File: src/rtl/mem_fill_responder_pkg.sv
// Shared types and constants for the cache-miss memory responder.
// Also imported by the I-cache and D-cache controllers.
package mem_fill_responder_pkg;

    localparam int ADDR_W = 16;
    localparam int DATA_W = 16;
    localparam int BLOCK_WORDS = 8;
    localparam int OFFSET_BITS = 4;
    localparam int WORD_IDX_W = 3;
    localparam int BLK_W = ADDR_W - OFFSET_BITS;

    typedef enum logic [1:0] {
        IDLE,
        WRITE,
        FILL_DC,
        FILL_IC
    } state_t;

    typedef enum logic [1:0] {
        SEL_NONE,
        SEL_IC,
        SEL_DC
    } req_sel_t;

    typedef logic [WORD_IDX_W-1:0] word_idx_t;

    function automatic req_sel_t fill_sel(state_t s);
        case (s)
            FILL_DC: return SEL_DC;
            FILL_IC: return SEL_IC;
            default: return SEL_NONE;
        endcase
    endfunction

    // Word address inside a block; byte 0 of each 16-bit word.
    function automatic logic [ADDR_W-1:0] word_addr(
        logic [BLK_W-1:0] blk,
        word_idx_t idx
    );
        return {blk, idx, 1'b0};
    endfunction

endpackage

File: src/rtl/mem_fill_responder_if.sv
// Cache-side request/fill signals and the main-memory port of the responder.
// slave: the responder; master: caches plus memory.
interface mem_fill_responder_if;
    import mem_fill_responder_pkg::*;

    logic              ic_miss_req;
    logic [ADDR_W-1:0] ic_miss_addr;
    logic              ic_fill_valid;
    logic [DATA_W-1:0] ic_fill_data;
    word_idx_t         ic_fill_idx;
    logic              ic_fill_done;

    logic              dc_miss_req;
    logic [ADDR_W-1:0] dc_miss_addr;
    logic              dc_fill_valid;
    logic [DATA_W-1:0] dc_fill_data;
    word_idx_t         dc_fill_idx;
    logic              dc_fill_done;

    logic              dc_wr_req;
    logic [ADDR_W-1:0] dc_wr_addr;
    logic [DATA_W-1:0] dc_wr_data;
    logic              dc_wr_ack;

    logic              mem_en;
    logic              mem_wr;
    logic [ADDR_W-1:0] mem_addr;
    logic [DATA_W-1:0] mem_wdata;
    logic [DATA_W-1:0] mem_rdata;
    logic              mem_rvalid;

    logic              busy;

    modport slave (
        input  ic_miss_req, ic_miss_addr,
        output ic_fill_valid, ic_fill_data, ic_fill_idx, ic_fill_done,
        input  dc_miss_req, dc_miss_addr,
        output dc_fill_valid, dc_fill_data, dc_fill_idx, dc_fill_done,
        input  dc_wr_req, dc_wr_addr, dc_wr_data,
        output dc_wr_ack,
        output mem_en, mem_wr, mem_addr, mem_wdata,
        input  mem_rdata, mem_rvalid,
        output busy
    );

    modport master (
        output ic_miss_req, ic_miss_addr,
        input  ic_fill_valid, ic_fill_data, ic_fill_idx, ic_fill_done,
        output dc_miss_req, dc_miss_addr,
        input  dc_fill_valid, dc_fill_data, dc_fill_idx, dc_fill_done,
        output dc_wr_req, dc_wr_addr, dc_wr_data,
        input  dc_wr_ack,
        input  mem_en, mem_wr, mem_addr, mem_wdata,
        output mem_rdata, mem_rvalid,
        input  busy
    );

endinterface

File: src/rtl/mem_fill_responder.sv
// Arbitrates I/D fills and D write-throughs onto a pipelined main memory
// and streams returned words back to the owning cache.
module mem_fill_responder
    import mem_fill_responder_pkg::*;
#(
    parameter int MEM_LATENCY = 4
) (
    input logic clk,
    input logic rst,
    mem_fill_responder_if.slave bus
);

    localparam int LAT_W = $clog2(MEM_LATENCY + 1);
    localparam word_idx_t LAST_IDX = word_idx_t'(BLOCK_WORDS - 1);

    state_t           state;
    logic [BLK_W-1:0] blk_q;
    word_idx_t        issue_cnt;
    word_idx_t        issue_nxt;
    word_idx_t        ret_cnt;
    logic [LAT_W-1:0] lat_cnt;
    logic             ret_ok;
    logic             take;
    logic             take_ic;
    logic             take_dc;
    req_sel_t         sel;

    // rvalid earlier than the first issue's latency cannot be ours
    assign ret_ok    = lat_cnt == LAT_W'(MEM_LATENCY);
    assign sel       = fill_sel(state);
    assign take      = (sel != SEL_NONE) && ret_ok && bus.mem_rvalid;
    assign take_ic   = take && (sel == SEL_IC);
    assign take_dc   = take && (sel == SEL_DC);
    assign issue_nxt = issue_cnt + 1'b1;

    assign bus.ic_fill_valid = take_ic;
    assign bus.ic_fill_data  = take_ic ? bus.mem_rdata : '0;
    assign bus.ic_fill_idx   = take_ic ? ret_cnt : '0;
    assign bus.ic_fill_done  = take_ic && (ret_cnt == LAST_IDX);

    assign bus.dc_fill_valid = take_dc;
    assign bus.dc_fill_data  = take_dc ? bus.mem_rdata : '0;
    assign bus.dc_fill_idx   = take_dc ? ret_cnt : '0;
    assign bus.dc_fill_done  = take_dc && (ret_cnt == LAST_IDX);

    assign bus.busy = state != IDLE;

    always_ff @(posedge clk) begin
        if (rst) begin
            state         <= IDLE;
            blk_q         <= '0;
            issue_cnt     <= '0;
            ret_cnt       <= '0;
            lat_cnt       <= '0;
            bus.mem_en    <= 1'b0;
            bus.mem_wr    <= 1'b0;
            bus.mem_addr  <= '0;
            bus.mem_wdata <= '0;
            bus.dc_wr_ack <= 1'b0;
        end else begin
            bus.dc_wr_ack <= 1'b0;
            unique case (state)
                IDLE: begin
                    issue_cnt <= '0;
                    ret_cnt   <= '0;
                    lat_cnt   <= '0;
                    priority case (1'b1)
                        bus.dc_wr_req: begin
                            state         <= WRITE;
                            bus.mem_en    <= 1'b1;
                            bus.mem_wr    <= 1'b1;
                            bus.mem_addr  <= bus.dc_wr_addr;
                            bus.mem_wdata <= bus.dc_wr_data;
                            bus.dc_wr_ack <= 1'b1;
                        end
                        bus.dc_miss_req: begin
                            state        <= FILL_DC;
                            blk_q        <= bus.dc_miss_addr[ADDR_W-1:OFFSET_BITS];
                            bus.mem_en   <= 1'b1;
                            bus.mem_wr   <= 1'b0;
                            bus.mem_addr <= word_addr(
                                bus.dc_miss_addr[ADDR_W-1:OFFSET_BITS], '0);
                        end
                        bus.ic_miss_req: begin
                            state        <= FILL_IC;
                            blk_q        <= bus.ic_miss_addr[ADDR_W-1:OFFSET_BITS];
                            bus.mem_en   <= 1'b1;
                            bus.mem_wr   <= 1'b0;
                            bus.mem_addr <= word_addr(
                                bus.ic_miss_addr[ADDR_W-1:OFFSET_BITS], '0);
                        end
                        default: ;
                    endcase
                end
                WRITE: begin
                    state      <= IDLE;
                    bus.mem_en <= 1'b0;
                    bus.mem_wr <= 1'b0;
                end
                default: begin
                    if (!ret_ok) lat_cnt <= lat_cnt + 1'b1;
                    if (bus.mem_en) begin
                        if (issue_cnt == LAST_IDX) begin
                            bus.mem_en <= 1'b0;
                        end else begin
                            issue_cnt    <= issue_nxt;
                            bus.mem_addr <= word_addr(blk_q, issue_nxt);
                        end
                    end
                    if (take) begin
                        if (ret_cnt == LAST_IDX) state <= IDLE;
                        else ret_cnt <= ret_cnt + 1'b1;
                    end
                end
            endcase
        end
    end

endmodule

File: src/flat_wrapper.sv
// flat-port wrapper written by rule: the top's interface ports become plain ports
module mem_fill_responder_flat import mem_fill_responder_pkg::*;
#(
    parameter int MEM_LATENCY = 4
)
  (clk, rst, bus_ic_miss_req, bus_ic_miss_addr, bus_ic_fill_valid, bus_ic_fill_data, bus_ic_fill_idx, bus_ic_fill_done, bus_dc_miss_req, bus_dc_miss_addr, bus_dc_fill_valid, bus_dc_fill_data, bus_dc_fill_idx, bus_dc_fill_done, bus_dc_wr_req, bus_dc_wr_addr, bus_dc_wr_data, bus_dc_wr_ack, bus_mem_en, bus_mem_wr, bus_mem_addr, bus_mem_wdata, bus_mem_rdata, bus_mem_rvalid, bus_busy);
  mem_fill_responder_if bus_i ();
  input logic clk;
  input logic rst;
  input wire logic [$bits(bus_i.ic_miss_req)-1:0] bus_ic_miss_req;
  input wire logic [$bits(bus_i.ic_miss_addr)-1:0] bus_ic_miss_addr;
  output wire logic [$bits(bus_i.ic_fill_valid)-1:0] bus_ic_fill_valid;
  output wire logic [$bits(bus_i.ic_fill_data)-1:0] bus_ic_fill_data;
  output wire logic [$bits(bus_i.ic_fill_idx)-1:0] bus_ic_fill_idx;
  output wire logic [$bits(bus_i.ic_fill_done)-1:0] bus_ic_fill_done;
  input wire logic [$bits(bus_i.dc_miss_req)-1:0] bus_dc_miss_req;
  input wire logic [$bits(bus_i.dc_miss_addr)-1:0] bus_dc_miss_addr;
  output wire logic [$bits(bus_i.dc_fill_valid)-1:0] bus_dc_fill_valid;
  output wire logic [$bits(bus_i.dc_fill_data)-1:0] bus_dc_fill_data;
  output wire logic [$bits(bus_i.dc_fill_idx)-1:0] bus_dc_fill_idx;
  output wire logic [$bits(bus_i.dc_fill_done)-1:0] bus_dc_fill_done;
  input wire logic [$bits(bus_i.dc_wr_req)-1:0] bus_dc_wr_req;
  input wire logic [$bits(bus_i.dc_wr_addr)-1:0] bus_dc_wr_addr;
  input wire logic [$bits(bus_i.dc_wr_data)-1:0] bus_dc_wr_data;
  output wire logic [$bits(bus_i.dc_wr_ack)-1:0] bus_dc_wr_ack;
  output wire logic [$bits(bus_i.mem_en)-1:0] bus_mem_en;
  output wire logic [$bits(bus_i.mem_wr)-1:0] bus_mem_wr;
  output wire logic [$bits(bus_i.mem_addr)-1:0] bus_mem_addr;
  output wire logic [$bits(bus_i.mem_wdata)-1:0] bus_mem_wdata;
  input wire logic [$bits(bus_i.mem_rdata)-1:0] bus_mem_rdata;
  input wire logic [$bits(bus_i.mem_rvalid)-1:0] bus_mem_rvalid;
  output wire logic [$bits(bus_i.busy)-1:0] bus_busy;
  assign bus_i.ic_miss_req = bus_ic_miss_req;
  assign bus_i.ic_miss_addr = bus_ic_miss_addr;
  assign bus_ic_fill_valid = bus_i.ic_fill_valid;
  assign bus_ic_fill_data = bus_i.ic_fill_data;
  assign bus_ic_fill_idx = bus_i.ic_fill_idx;
  assign bus_ic_fill_done = bus_i.ic_fill_done;
  assign bus_i.dc_miss_req = bus_dc_miss_req;
  assign bus_i.dc_miss_addr = bus_dc_miss_addr;
  assign bus_dc_fill_valid = bus_i.dc_fill_valid;
  assign bus_dc_fill_data = bus_i.dc_fill_data;
  assign bus_dc_fill_idx = bus_i.dc_fill_idx;
  assign bus_dc_fill_done = bus_i.dc_fill_done;
  assign bus_i.dc_wr_req = bus_dc_wr_req;
  assign bus_i.dc_wr_addr = bus_dc_wr_addr;
  assign bus_i.dc_wr_data = bus_dc_wr_data;
  assign bus_dc_wr_ack = bus_i.dc_wr_ack;
  assign bus_mem_en = bus_i.mem_en;
  assign bus_mem_wr = bus_i.mem_wr;
  assign bus_mem_addr = bus_i.mem_addr;
  assign bus_mem_wdata = bus_i.mem_wdata;
  assign bus_i.mem_rdata = bus_mem_rdata;
  assign bus_i.mem_rvalid = bus_mem_rvalid;
  assign bus_busy = bus_i.busy;
  mem_fill_responder #(.MEM_LATENCY(MEM_LATENCY)) u_core (.clk(clk), .rst(rst), .bus(bus_i));
endmodule
File: config.mk
export PLATFORM = sky130hd
export DESIGN_NAME = mem_fill_responder_flat
export DESIGN_NICKNAME = d
export VERILOG_FILES = /design/src/rtl/mem_fill_responder_pkg.sv /design/src/rtl/mem_fill_responder_if.sv /design/src/rtl/mem_fill_responder.sv /design/src/flat_wrapper.sv
export SDC_FILE = /design/constraint.sdc
export NUM_CORES = 1
export LEC_CHECK = 0
export CAP_MARGIN = 15
export CORE_ASPECT_RATIO = 1.5
export CORE_MARGIN = 2
export CORE_UTILIZATION = 44
export CTS_CLUSTER_SIZE = 8
export DETAILED_ROUTE_END_ITERATION = 6
export PLACE_DENSITY_LB_ADDON = 0.1
export SLEW_MARGIN = 20
export SYNTH_ARGS = -nofsm -noshare
export SYNTH_HDL_FRONTEND = slang
export SYNTH_SLANG_ARGS = --single-unit
export TNS_END_PERCENT = 100
File: constraint.sdc
create_clock -name clk -period 2.4 [get_ports clk]
set_input_delay 0.24 -clock clk [delete_from_list [all_inputs] [get_ports clk]]
set_output_delay 0.24 -clock clk [all_outputs]
set_load 0.01 [all_outputs]
==> results.md, run 1 <==
- Worst vdd ir: 0.000473 V
- Worst Hold Launch: rst
- Setup crit start kind: flip-flop
- H-tree Lvls: 3
- Crit path DAT: 2.06 ns
- Synthesized instance count: 363
- Most common cell after layout, fill and taps aside: clkdlybuf4s50_1
- DR WL/cell: 16.3 um
- Syn_area_per_cell: 8.98 sq um
- Main flop type after synthesis: dfxtp_1
- CTS Hold Bufs: 0
- Syn_nets: 455
- WP data required: 2.16 ns
- First-pass GRT wire length: 15500 um
- Antenna violations before repair: 0
- Outcome: finished, final reports clean
- Vias in the first global route: 3340
- Synth Register Bits: 58
- Inserted Diodes: 0
- Pin count of the biggest net entering global routing: 34
- Clock transition at the registers of the reported paths: 0.07 ns
- Highest Clock Rate: 0.434 GHz
- Storage cell area: 1160 sq um
- Gr usage total: 0.243
- Slew margin rel.: 0.417
- Max FO, Critical Path: 23
- Multi-input combinational cell area: 1900 sq um
- Post-DP Area: 4890 sq um
- Most frequent cells in the layout: clkdlybuf4s50_1 (131), dfxtp_1 (58), nor3_1 (42)
- Starting density of the core: 0.451
- Number of synthesized flops with an enable pin: 0
- Clk_lat worst skew: 0.34 ns
- Final worst setup slack: 0.0960 ns
- Worst setup path class: reg2out
- Chip width: 74.3 um
- Slew Viols, Final: 0
- Initial DRC count: 247
- Final setup vio count: 0
- CTS Buf Count: 9
- Via count: 3399
- Post-layout min period: 2.30 ns
- Final Hold Fails: 0
- DP HPWL: 7050 um
- Post-DR vias/cell: 5.50
- Power Dens Cells: 543 nW/um^2
- Clock root buffer master: clkbuf_8
- CTS tree: yes
- Max Cap Viol: 0
- Die height: 109 um
- # IOs: 164
- Cell variety after synth: 47
- Synthesized area: 3260 sq um
- Final setup skew: 0.00987 ns
- Die area: 8120 sq um
- Cell area after layout: 5190 sq um
- Pwr Total: 2.82 mW
- Yosys warnings: 0
- Post-synth ARST share: 0
- PortBufs: 155
- GP Congestion: 0.759
- First-pass iteration count of the detailed router: 4
- Tcrit/Tclk final: 0.960
- Core Area: 7230 sq um
- DRT Wirelength: 10100 um
- Nets: 605
- Worst-margin pin slew: 0.874 ns
- CP Launch Point: u_core.lat_cnt[0]$_SDFFE_PP0P_
- Gr ovfl total: 0
- P_leak: 2.38 nW
- Register area share after synthesis: 0.356
- Site Rows: 38
- Worst Hold Class: in2reg
- Fill cell count: 590
- Clk buf depth: 2
- Area delta synth->final: 59.4%
- ANT nets after route: 0
- CTS sink count: 58
- Place WS: 0.279 ns
- Share of cells above drive strength 1: 0.139
- DR DRC count: 0
- Worst reg2reg path startpoint: u_core.issue_cnt[0]$_SDFFE_PP0P_
- Worst Setup End Kind: output port
## cells in the mapped netlist (all sizes together), types with 2 or more instances
library cell / number / area (sq um)
a2111oi: 11 / 165
a211oi: 2 / 15.0
a21oi: 24 / 120
a221oi: 11 / 96.3
a22oi: 2 / 20.0
and2: 21 / 131
and3: 22 / 138
buf: 21 / 139
clkbuf: 16 / 61.3
dfxtp: 58 / 1160
ha: 6 / 75.1
inv: 5 / 18.8
mux2: 13 / 146
mux2i: 18 / 180
nand2: 9 / 33.8
nand3: 5 / 25.0
nand4: 2 / 12.5
nor2: 23 / 88.8
nor2b: 5 / 31.3
nor3: 43 / 226
nor4bb: 12 / 120
o21ai: 13 / 65.1
or3: 4 / 25.0
or4bb: 2 / 22.5
## worst max-delay path, cell delays in order, from the launching register on
cell and delay [ns]:
dfxtp_1 0.34, inv_1 0.11, ha_4 0.17, and4_1 0.21, buf_6 0.18, and3_1 0.18, clkdlybuf4s50_1 0.54
## where the power goes
group | switching (mW) | internal, mW | leakage, nW | total, mW
Clock | 0.394 | 0.530 | 0.105 | 0.924
Sequential | 0.0597 | 1.05 | 0.476 | 1.11
Combinational | 0.364 | 0.419 | 1.80 | 0.783
## per-layer routing
| layer | track usage | vias to the layer above | routed length, um |
|---|---|---|---|
| met5 | 0 | - | 0 |
| met4 | 0.103 | 0 | 182 |
| met3 | 0.0440 | 16 | 638 |
| met2 | 0.430 | 127 | 5320 |
| met1 | 0.281 | 1617 | 3940 |
| li1 | - | 1639 | - |
## cells by family after synthesis
| family | synth area share |
|---|---|
| AND/OR/NAND/NOR | 0.279 |
| AO/OA/AOI/OAI | 0.171 |
| flip-flops | 0.356 |
| buffers and inverters | 0.0672 |
| multiplexers | 0.100 |
| adder cells (fa/ha/maj) | 0.0230 |
| XOR/XNOR | 0.00269 |
## state kept, by name, indices dropped and copies added, names as in the netlist
name,flops
u_core.ret_cnt,3
u_core.blk_q,12
u_core.bus.mem_wr,1
u_core.state,2
u_core.bus.mem_en,1
u_core.bus.mem_wdata,16
u_core.bus.dc_wr_ack,1
u_core.lat_cnt,3
u_core.bus.mem_addr,16
u_core.issue_cnt,3
## timing repair
action / CTS / global route
gates resized for setup: 1 / 30
setup endpoints to repair: 33 / 40
cloned: 0 / 1
pin swaps: 0 / 1
hold endpoints to repair: 0 / 0
setup buffers: 0 / 1
## metrics by stage
step	std cells	hold slack, ns	util	setup TNS [ns]
after floorplan	363	0.387	-	0
after global routing	618	0.271	0.718	-0.0134
after CTS	616	0.249	0.705	0
after global placement	600	0.447	0.677	0
final	618	0.253	0.718	0
after detailed placement	600	0.459	0.677	0
## worst paths after layout
| path | to | slack [ns] | depth (start not counted) |
|---|---|---|---|
| setup / recovery | bus_ic_fill_data[7] | 0.1 | 6 |
| hold / removal | u_core.bus.mem_wdata[10]$_SDFFE_PP0P_ | 0.25 | 2 |
| setup reg to reg | u_core.bus.mem_addr[13]$_SDFFE_PP0P_ | 0.41 | 5 |
| hold reg to reg | u_core.issue_cnt[2]$_SDFFE_PP0P_ | 0.47 | 2 |
## area by class of cell
| class | count | area share |
|---|---|---|
| Sequential cell | 58 | 0.224 |
| Timing Repair Buffer | 176 | 0.344 |
| Multi-Input combinational cell | 263 | 0.366 |
| Inverter | 5 | 0.00361 |
| Clock buffer | 11 | 0.0292 |
| Clock inverter | 5 | 0.0101 |
| Tap cell | 100 | 0.0241 |
No activity file was read; power rests on OpenSTA's default activity.
==> inputs of run 2 (changes only) <==
--- a/config.mk
+++ b/config.mk
@@ -11,6 +11,7 @@
 export CORE_UTILIZATION = 44
 export CTS_CLUSTER_SIZE = 8
 export DETAILED_ROUTE_END_ITERATION = 6
+export HOLD_SLACK_MARGIN = 0.1
 export PLACE_DENSITY_LB_ADDON = 0.1
 export SLEW_MARGIN = 20
 export SYNTH_ARGS = -nofsm -noshare
==> results of run 2 <==
Final layout, timing and power as in run 1 (identical DEF).
